### src/rtl/softmax_exp_row_ctrl.sv
// Row sequencer for the softmax exp stage: streams input tiles through exp_vec,
// registers each exp tile onto the output stream and accumulates the row sum.
module softmax_exp_row_ctrl #(
  parameter int WIDTH     = 32,
  parameter int FRAC      = 16,
  parameter int TILE_SIZE = 4,
  parameter int ROW_TILES = 8,
  parameter int SUM_WIDTH = WIDTH + $clog2(TILE_SIZE * ROW_TILES)
) (
  input  logic                         clk,
  input  logic                         rst,
  input  logic                         start,
  output logic                         busy,
  input  logic                         s_valid,
  output logic                         s_ready,
  input  logic [WIDTH*TILE_SIZE-1:0]   s_data,
  output logic [WIDTH*TILE_SIZE-1:0]   exp_x_flat,
  input  logic [WIDTH*TILE_SIZE-1:0]   exp_y_flat,
  output logic                         m_valid,
  input  logic                         m_ready,
  output logic [WIDTH*TILE_SIZE-1:0]   m_data,
  output logic                         m_last,
  output logic                         sum_valid,
  output logic [SUM_WIDTH-1:0]         sum_data,
  output logic                         done
);

  // state | meaning
  // IDLE  | waiting for start
  // RUN   | accepting the row's input tiles
  // DRAIN | all tiles accepted, waiting for the m_last handshake
  // SUM   | one cycle: sum_valid/done asserted, sum_data updated
  typedef enum logic [1:0] {IDLE, RUN, DRAIN, SUM} state_t;

  localparam int CNT_W = $clog2(ROW_TILES + 1);
  localparam logic [CNT_W-1:0] ROWS     = CNT_W'(ROW_TILES);
  localparam logic [CNT_W-1:0] LAST_IDX = CNT_W'(ROW_TILES - 1);

  if (ROW_TILES < 1 || FRAC >= WIDTH) begin : g_param_check
    $error("softmax_exp_row_ctrl: ROW_TILES must be >= 1 and FRAC < WIDTH");
  end

  state_t               state;
  logic [CNT_W-1:0]     in_cnt;
  logic [SUM_WIDTH-1:0] acc;
  logic [SUM_WIDTH-1:0] tile_sum;
  logic                 s_fire;
  logic                 m_fire;

  assign exp_x_flat = s_data;
  assign busy       = (state != IDLE);
  // One-entry output register: a stalled output blocks the input in the same cycle.
  assign s_ready    = (state == RUN) && (in_cnt < ROWS) && (!m_valid || m_ready);
  assign s_fire     = s_valid && s_ready;
  assign m_fire     = m_valid && m_ready;

  always_comb begin
    tile_sum = '0;
    for (int i = 0; i < TILE_SIZE; i++) begin
      tile_sum = tile_sum + SUM_WIDTH'($signed(exp_y_flat[i*WIDTH +: WIDTH]));
    end
  end

  always_ff @(posedge clk or posedge rst) begin
    if (rst) begin
      state     <= IDLE;
      in_cnt    <= '0;
      acc       <= '0;
      m_valid   <= 1'b0;
      m_data    <= '0;
      m_last    <= 1'b0;
      sum_valid <= 1'b0;
      sum_data  <= '0;
      done      <= 1'b0;
    end else begin
      sum_valid <= 1'b0;
      done      <= 1'b0;

      if (s_fire) begin
        m_data  <= exp_y_flat;
        m_valid <= 1'b1;
        m_last  <= (in_cnt == LAST_IDX);
        in_cnt  <= in_cnt + 1'b1;
        acc     <= acc + tile_sum;
      end else if (m_fire) begin
        m_valid <= 1'b0;
        m_last  <= 1'b0;
      end

      case (state)
        IDLE: begin
          if (start) begin
            state    <= RUN;
            in_cnt   <= '0;
            acc      <= '0;
            sum_data <= '0;
          end
        end
        RUN: begin
          if (s_fire && in_cnt == LAST_IDX) state <= DRAIN;
        end
        DRAIN: begin
          if (m_fire && m_last) begin
            state     <= SUM;
            sum_data  <= acc;
            sum_valid <= 1'b1;
            done      <= 1'b1;
          end
        end
        SUM: state <= IDLE;
        default: state <= IDLE;
      endcase
    end
  end

endmodule

### config.mk
export PLATFORM = sky130hd
export DESIGN_NAME = softmax_exp_row_ctrl
export DESIGN_NICKNAME = d
export VERILOG_FILES = /design/src/rtl/softmax_exp_row_ctrl.sv
export SDC_FILE = /design/constraint.sdc
export NUM_CORES = 1
export LEC_CHECK = 0
export ABC_AREA = 1
export CORE_MARGIN = 3
export CORE_UTILIZATION = 30
export CTS_CLUSTER_DIAMETER = 100
export DETAILED_ROUTE_END_ITERATION = 7
export GPL_ROUTABILITY_DRIVEN = 0
export REMOVE_ABC_BUFFERS = 1
export SETUP_SLACK_MARGIN = 0.15
export SLEW_MARGIN = 10
export SYNTH_ARGS = -nofsm -noshare
export SYNTH_HDL_FRONTEND = slang
export SYNTH_SLANG_ARGS = --single-unit
### constraint.sdc
create_clock -name clk -period 15.8 [get_ports clk]
set_input_delay 2.37 -clock clk [delete_from_list [all_inputs] [get_ports clk]]
set_output_delay 2.37 -clock clk [all_outputs]
set_load 0.02 [all_outputs]
==> metrics.csv, run 1 <==
stage,metric,value,unit
clocking,Num CTS Buffers,28,
sta,Final period util,46.3,%
routing,Met1 Wirelength,21.0,mm
routing,Starting DRT DRC Count,838,
layout,utilization after layout,38.0,%
synth,Post-synth EDFFs,0,
clocking,Clock Sinks,211,
placed_design,post-DP HPWL,60.6,mm
sta,Clock Skews,8.08,ps
layout,multi-input logic area,7440,sq um
worst_setup_path,Worst EP required,16300,ps
clocking,cts repair resizes,0,
synth,Synth cell types,43,
die,area of the die,52800,sq um
synth,synthesized instance count,1918,
layout,Final Net Count,2476,
sta,Tmin final,7310,ps
worst_setup_path,Critical Path AT,7810,ps
hold_path,worst hold path type,reg -> reg,
die,Chip Height,230,um
placed_design,placed cell areas,17800,sq um
global_route,vias in the first global route,13552,
flow_run,number of max-cap violations,0,
sta,Pins Over Slew Limit,0,
sta,relative slew slack,34.7,%
synth,Synth Area per Inst,7.83,sq um
power,Tot Pwr,4.16,mW
layout,Fill cells,5140,
clocking,H-Tree Depth,1,
clocking,Post-CTS Hold Buffers,0,
routing,# DRC,0,
routing,final WL,71.6,mm
die,Die X,230,um
layout,most frequent cells in the layout,"nand2_1, clkdlybuf4s50_1, inv_1",
die,core area,49300,sq um
routing,met3 WL,18.2,mm
worst_setup_path,Setup Crit Path Kind,in -> reg,
routing,Avg WL per Cell,26.0,um
global_route,grt ovf,0,
power,clock power share,15.8,%
power,switch share,48.5,%
power,Psw,2.02,mW
sta,RSZ-0062 raised after global routing,no,
worst_setup_path,CP dominant cell by count,nand2_1,
sta,Fin Setup TNS,0,ps
sta,final setup vio count,0,
clocking,clk buf depth,3,
routing,DRT antenna net count,0,
die,IO Pins,560,
routing,met2 WL post-DR,30.1,mm
layout,diodes inserted,0,
routing,drt via density,4.85,
worst_setup_path,"Slowest-stage cell, CP",fa_1,
power,Internal,2.14,mW
synth,asr flop ratio synth,100,%
layout,synthesis-to-layout area growth,24.5,%
layout,design area,18700,sq um
layout,fraction of layout cells with a size suffix above 1,4.25,%
global_route,global-route wire length before repair,101,mm
synth,Synth Flop Type,dfrtp_1,
clocking,CTS root buf,clkbuf_16,
routing,1st-pass router iterations,6,
power,part of the power in registers,22.6,%
worst_setup_path,Critical Path Start Type,input port,
routing,Max Used Layer,met5,
clocking,worst skew pair latency,570,ps
synth,Mapped Area,15000,sq um
global_route,pin count of the biggest net entering global routing,149,
worst_setup_path,CP peak stage delay,530,ps
layout,Register Area,5280,sq um
synth,Synth area leaders,"dfrtp_1, nand2_1, fa_1",
synth,Synth top area share,35.1,%
power,Power Density,223,nW/um^2
sta,Max Fclk,0.137,GHz
outcome,outcome,finished clean,
sta,Fin. Hold Viols,0,
synth,Synth area leader,dfrtp_1,
power,Comb pwr share,61.6,%
clocking,CTS tree,built,
power,maximum vdd ir drop,90.3,uV
synth,sequential fraction of the synthesis area,35.1,%
routing,routed vias,13372,
synth,synthesized flop and latch total,211,
global_route,GRT Total Usage,26.6,%
die,Initial Utilization,30.5,%
worst_setup_path,crit end category,flip-flop,
synth,yosys warns,0,
sta,Worst Max-Slew Pin Slew,978,ps
worst_setup_path,worst-path maximum fanout,5,
global_route,initial antenna violation count,0,
clocking,"Clk pin slew, worst setup/hold paths",60,ps
layout,"most common cell after layout, fill and taps aside",nand2_1,
die,FP Rows,81,
placed_design,I/O Buffers,303,
power,Leakage,9.30,nW
clocking,# Post-CTS Setup Buffers,0,
-- critical path: cells and delay by family --
kind / cells / cell delay (ps)
AND/OR/NAND/NOR: 17 / 1800
XOR/XNOR: 1 / 180
buffers and inverters: 6 / 770
AO/OA/AOI/OAI: 2 / 610
adder cells (fa/ha/maj): 5 / 2070
-- logic make-up after synthesis --
kind of cell,Yosys count,synth area share [%]
compound gates,379,14.0
fa+ha+maj,141,15.0
buf+inv,484,15.5
xor+xnor,33,1.92
flops,211,35.1
simple gates,670,18.4
-- registers in the layout (all words and copies together), names as in the netlist --
signal and cells:
acc 37, m_data 128, sum_data 37, done 1, in_cnt 4, m_last 1
state 2, m_valid 1
-- synthesized netlist by cell type (all sizes together), types with 21 or more instances --
cell,n
clkbuf,35
fa,66
o21ai,215
buf,149
a21oi,94
xor2,21
dfrtp,211
nor2,112
nand2,437
nand3,85
ha,75
inv,300
-- metrics by stage --
step	setup WS, ps	hold WS (ps)	cells
floorplan	7660	468	1734
global placement	7890	464	2708
detailed placement	7890	467	2708
CTS	8470	483	2757
global route	8090	501	2757
finish	8490	479	2757
-- power groups by stage --
stage,combinational (mW),clock (mW),sequential [mW]
detailed placement,2.55,0,0.942
global route,2.84,0.696,0.970
finish,2.56,0.660,0.940
global placement,2.52,0,0.938
CTS,2.56,0.675,0.940
floorplan,1.37,0,1.15
-- per-layer routing --
layer | vias to the layer above | track usage (%)
li1 | 6278 | -
met3 | 80 | 30.2
met2 | 873 | 39.8
met5 | - | 10.8
met1 | 6129 | 23.0
met4 | 12 | 5.71
-- worst paths after layout --
path	from	cells past startpoint	slack, ps	to
setup reg to reg	state[1]	12	12680	state[1]
hold / removal	m_data[60]	2	480	m_data[60]
hold reg to reg	m_data[60]	2	480	m_data[60]
setup / recovery	exp_y_flat[1]	31	8490	acc[36]
min in group asynchronous	rst	2	2300	m_data[60]
max in group asynchronous	rst	3	12150	sum_data[35]
-- final cells by class --
| class | instances | area share, % |
|---|---|---|
| Clock buffer | 39 | 4.29 |
| Clock inverter | 10 | 0.696 |
| Inverter | 300 | 6.06 |
| Multi-Input combinational cell | 1223 | 39.8 |
| Sequential cell | 211 | 28.2 |
| Tap cell | 664 | 4.44 |
| Timing Repair Buffer | 310 | 16.5 |
(Power assumes the default switching activity.)
==> inputs of run 2 (changes only) <==
==> constraint.sdc (replaced) <==
create_clock -name clk -period 7 [get_ports clk]
set_input_delay 1.05 -clock clk [delete_from_list [all_inputs] [get_ports clk]]
set_output_delay 1.05 -clock clk [all_outputs]
set_load 0.02 [all_outputs]
==> run 2 against run 1 <==
Net effect:
- cell area about the same
- clock skew up 0.78 ps
- combinational power up 130%
- clock power up 120%
- count of clock-buffer cells in the layout up 3
- final cell count about the same
- core utilization about the same
- worst hold slack about the same
- flip-flop and latch count unchanged
- largest power group unchanged
==> metrics.csv, run 2 (synthesized netlist as in run 1, its figures left out) <==
stage,metric,value,unit
power,maximum vdd ir drop,220,uV
worst_setup_path,Critical Path Start Type,input port,
sta,Max Fclk,0.171,GHz
layout,most frequent cells in the layout,"nand2_1, clkdlybuf4s50_1, inv_1",
clocking,CTS tree,built,
layout,Largest regs,"m_data (128), acc (37), sum_data (37)",
sta,final worst setup slack,1160,ps
power,switch share,48.4,%
die,Initial Utilization,30.5,%
power,part of the power in registers,22.7,%
power,clock power share,15.6,%
layout,max reg flops,128,
routing,1st-pass router iterations,5,
power,Leakage,9.29,nW
worst_setup_path,worst-path maximum fanout,5,
layout,synthesis-to-layout area growth,24.4,%
layout,Register Area,5280,sq um
power,Tot Pwr,9.36,mW
clocking,Post-CTS Hold Buffers,0,
die,area of the die,52800,sq um
layout,largest register by flop count,m_data,
layout,fraction of layout cells with a size suffix above 1,4.11,%
clocking,worst skew pair latency,560,ps
die,FP Rows,81,
power,Psw,4.53,mW
clocking,Num CTS Buffers,27,
placed_design,post-DP HPWL,60.4,mm
sta,relative slew slack,31.3,%
global_route,grt ovf,0,
layout,Final Net Count,2476,
sta,RSZ-0062 raised after global routing,no,
routing,final WL,71.3,mm
global_route,initial antenna violation count,0,
power,Comb pwr share,61.7,%
clocking,# Post-CTS Setup Buffers,0,
sta,Clock Skews,8.87,ps
layout,"most common cell after layout, fill and taps aside",nand2_1,
layout,Fill cells,5109,
placed_design,I/O Buffers,303,
worst_setup_path,Setup Crit Path Kind,in -> reg,
die,Chip Height,230,um
routing,# DRC,0,
worst_setup_path,CP peak stage delay,540,ps
clocking,"Clk pin slew, worst setup/hold paths",60,ps
sta,Worst Max-Slew Pin Slew,1030,ps
layout,diodes inserted,0,
clocking,clk buf depth,3,
global_route,GRT Total Usage,26.2,%
sta,final setup vio count,0,
clocking,Clock Sinks,211,
sta,Pins Over Slew Limit,0,
worst_setup_path,CP dominant cell by count,nand2_1,
clocking,H-Tree Depth,1,
placed_design,Post-Place Setup Slack,630,ps
global_route,pin count of the biggest net entering global routing,158,
outcome,outcome,finished clean,
power,Power Density,501,nW/um^2
clocking,cts repair resizes,0,
sta,Fin Setup TNS,0,ps
die,Die X,230,um
sta,Tmin final,5840,ps
clocking,CTS root buf,clkbuf_16,
power,Internal,4.83,mW
worst_setup_path,crit end category,flip-flop,
routing,Avg WL per Cell,25.9,um
global_route,global-route wire length before repair,99.1,mm
routing,routed vias,13305,
global_route,vias in the first global route,13139,
hold_path,worst hold path type,reg -> reg,
sta,Final period util,83.5,%
die,IO Pins,560,
sta,Fin. Hold Viols,0,
layout,multi-input logic area,7440,sq um
flow_run,number of max-cap violations,0,
die,core area,49300,sq um
routing,drt via density,4.83,
routing,DRT antenna net count,0,
worst_setup_path,Critical Path AT,6290,ps
worst_setup_path,Worst EP required,7440,ps
routing,Starting DRT DRC Count,832,
worst_setup_path,"Slowest-stage cell, CP",fa_1,
[run 2: through the flow]
step | hold WS [ps] | util, % | instances | area [sq um]
after floorplan | 468 | - | 1734 | 13800
after global placement | 465 | 36.1 | 2709 | 17800
after detailed placement | 467 | 36.1 | 2709 | 17800
after CTS | 481 | 37.9 | 2755 | 18700
after global routing | 493 | 37.9 | 2755 | 18700
final | 479 | 37.9 | 2755 | 18700
[run 2: final cells by class]
type,instances,share of cell area (%)
clock buffers,42,4.34
clock inverters,4,0.529
inverters,300,6.07
multi-input cells,1223,39.8
flip-flops and latches,211,28.3
well taps,664,4.45
repair buffers,311,16.5
[run 2: critical path, delay by kind of cell]
kind	cells	cell delay, ps
compound gates	6	1400
fa+ha+maj	5	2080
buf+inv	4	640
simple gates	14	1110
[run 2: final timing paths]
kind	from	endpoint	slack, ps	depth (start not counted)
max	exp_y_flat[1]	acc[30]	1160	29
min	m_data[96]	m_data[96]	480	2
max reg2reg	state[1]	acc[19]	3770	10
min reg2reg	m_data[96]	m_data[96]	480	2
max in group asynchronous	rst	sum_data[35]	4660	3
min in group asynchronous	rst	m_data[60]	1000	2
[run 2: power by group through the flow]
stage               Sequential, mW  Combinational (mW)  Clock (mW)
global placement              2.12                5.66           0
detailed placement            2.13                5.72           0
finish                        2.13                5.77        1.46
floorplan                     2.61                3.08           0
global route                  2.20                6.37        1.54
CTS                           2.13                5.75        1.49
[run 2: routing by layer]
layer  part of all wire, %  global-route usage [%]
met2                    42                    39.1
met3                    25                    30.6
met1                    30                    22.6
met5                  0.91                    8.64
met4                   2.5                    5.18
==> inputs of run 3 (changes only) <==
==> constraint.sdc (replaced) <==
create_clock -name clk -period 6 [get_ports clk]
set_input_delay 0.9 -clock clk [delete_from_list [all_inputs] [get_ports clk]]
set_output_delay 0.9 -clock clk [all_outputs]
set_load 0.02 [all_outputs]
==> run 3 against run 2 <==
Net effect:
- total power is 20% higher
- largest cell class unchanged
- via count hardly changed
- die area stayed put
- critical path type unchanged
- highest routed layer unchanged
- register-to-register slack worse by 860 ps
- flip-flop and latch count stayed put
- final cell count is 1.3% higher
- routed wire length is 0.29% lower
- core utilization is 0.71 points higher
- global-route usage is 0.30 points higher
==> metrics.csv, run 3 (synthesized netlist as in run 1, its figures left out) <==
stage,metric,value,unit
worst_setup_path,Critical Path AT,5900,ps
sta,Hold Worst Slack,479,ps
layout,fraction of layout cells with a size suffix above 1,6.02,%
sta,Fin. Hold Viols,0,
layout,Largest regs,"m_data (128), acc (37), sum_data (37)",
clocking,cts repair resizes,0,
layout,max reg flops,128,
outcome,outcome,finished clean,
sta,relative slew slack,28.7,%
layout,most frequent cells in the layout,"nand2_1, clkdlybuf4s50_1, inv_1",
routing,# DRC,0,
clocking,CTS root buf,clkbuf_16,
power,Comb pwr share,61.5,%
layout,synthesis-to-layout area growth,26.7,%
clocking,Post-CTS Hold Buffers,0,
sta,Final period util,89.9,%
layout,Non-Filler Instances,2792,
worst_setup_path,worst r2r path cells,9,
placed_design,post-DP HPWL,60.3,mm
power,Power Density,591,nW/um^2
worst_setup_path,RR Endpoint,sum_data[20],
clocking,Num CTS Buffers,28,
layout,Final Net Count,2509,
sta,Worst Max-Slew Pin Slew,1070,ps
power,clock power share,16.4,%
clocking,clk buf depth,3,
worst_setup_path,"Slowest-stage cell, CP",fa_1,
routing,drt via density,4.76,
worst_setup_path,Critical Path Start Type,input port,
power,maximum vdd ir drop,295,uV
global_route,vias in the first global route,13523,
global_route,global-route wire length before repair,101,mm
worst_setup_path,Worst EP required,6500,ps
power,Internal,5.91,mW
power,Psw,5.34,mW
clocking,CTS tree,built,
sta,Pins Over Slew Limit,0,
die,FP Rows,81,
clocking,worst skew pair latency,580,ps
flow_run,number of max-cap violations,0,
hold_path,Worst Hold End,m_data[126],
routing,Starting DRT DRC Count,718,
routing,1st-pass router iterations,8,
die,Chip Height,230,um
clocking,"Clk pin slew, worst setup/hold paths",60,ps
layout,largest register by flop count,m_data,
hold_path,worst hold path type,reg -> reg,
layout,diodes inserted,0,
power,Leakage,9.51,nW
sta,Fin Setup TNS,0,ps
placed_design,Cells after DPL,2741,
die,core area,49300,sq um
global_route,initial antenna violation count,0,
global_route,GRT Total Usage,26.5,%
global_route,grt ovf,0,
power,part of the power in registers,22.1,%
routing,DRT antenna net count,0,
worst_setup_path,Setup Crit Path Kind,in -> reg,
die,Initial Utilization,30.5,%
clocking,# Post-CTS Setup Buffers,0,
sta,RSZ-0062 raised after global routing,no,
sta,Clock Skews,28.7,ps
worst_setup_path,crit end category,flip-flop,
routing,routed vias,13296,
worst_setup_path,reg-to-reg setup timing slack,2910,ps
die,Die X,230,um
hold_path,hold path depth,2,
clocking,H-Tree Depth,1,
routing,Avg WL per Cell,25.4,um
power,Tot Pwr,11.3,mW
die,IO Pins,560,
placed_design,I/O Buffers,303,
worst_setup_path,worst-path maximum fanout,5,
sta,final setup vio count,0,
worst_setup_path,Critical R2R Launch,state[0],
layout,utilization after layout,38.7,%
power,switch share,47.5,%
global_route,pin count of the biggest net entering global routing,157,
clocking,Clock Sinks,211,
hold_path,Hold Path Origin,m_data[126],
worst_setup_path,CP dominant cell by count,nand2_1,
sta,Tmin final,5400,ps
sta,Max Fclk,0.185,GHz
die,area of the die,52800,sq um
worst_setup_path,CP peak stage delay,520,ps
layout,"most common cell after layout, fill and taps aside",nand2_1,
routing,final WL,71.0,mm
-- run 3: worst max-delay path by stage --
stage,slack [ps],endpoint,start
5_1_grt,170,acc[26],exp_y_flat[1]
4_1_cts,610,acc[26],exp_y_flat[1]
2_1_floorplan,-670,acc[0],rst
6_report,600,acc[26],exp_y_flat[1]
3_3_place_gp,60,acc[26],exp_y_flat[1]
3_5_place_dp,30,acc[26],exp_y_flat[1]
-- run 3: power groups by stage --
| stage | Combinational (mW) | Sequential (mW) | Clock, mW |
|---|---|---|---|
| 4_1_cts | 6.91 | 2.48 | 1.89 |
| 6_report | 6.92 | 2.48 | 1.85 |
| 2_1_floorplan | 3.60 | 3.04 | 0 |
| 3_5_place_dp | 6.87 | 2.49 | 0 |
| 5_1_grt | 7.69 | 2.57 | 1.95 |
| 3_3_place_gp | 6.79 | 2.47 | 0 |
-- run 3: area by class of cell --
type                    instances  area, sq um
fillers                      5104        30200
clock inverters                13          185
flip-flops and latches        211         5280
repair buffers                343         3330
clock buffers                  38          830
inverters                     300         1130
multi-input cells            1223         7450
well taps                     664          831
-- run 3: routing by layer --
layer  vias to the layer above  GRT usage [%]  routed length, um
met4                        12           5.57               1540
met3                        79           30.4              18000
met2                       772           39.6              29800
li1                       6363              -                  -
met1                      6070           22.9              20900
met5                         -           10.9                810
-- run 3: through the flow --
step	worst slack, ps	instance area (sq um)
global placement	63.1	18000
global route	173	19000
detailed placement	30.4	18000
CTS	605	19000
floorplan	-666	13800
finish	604	19000
-- run 3: worst max-delay path: cells and delay by family --
kind	cells	cell delay (ps)
fa+ha+maj	5	2010
buf+inv	7	900
simple gates	14	1140
compound gates	5	920
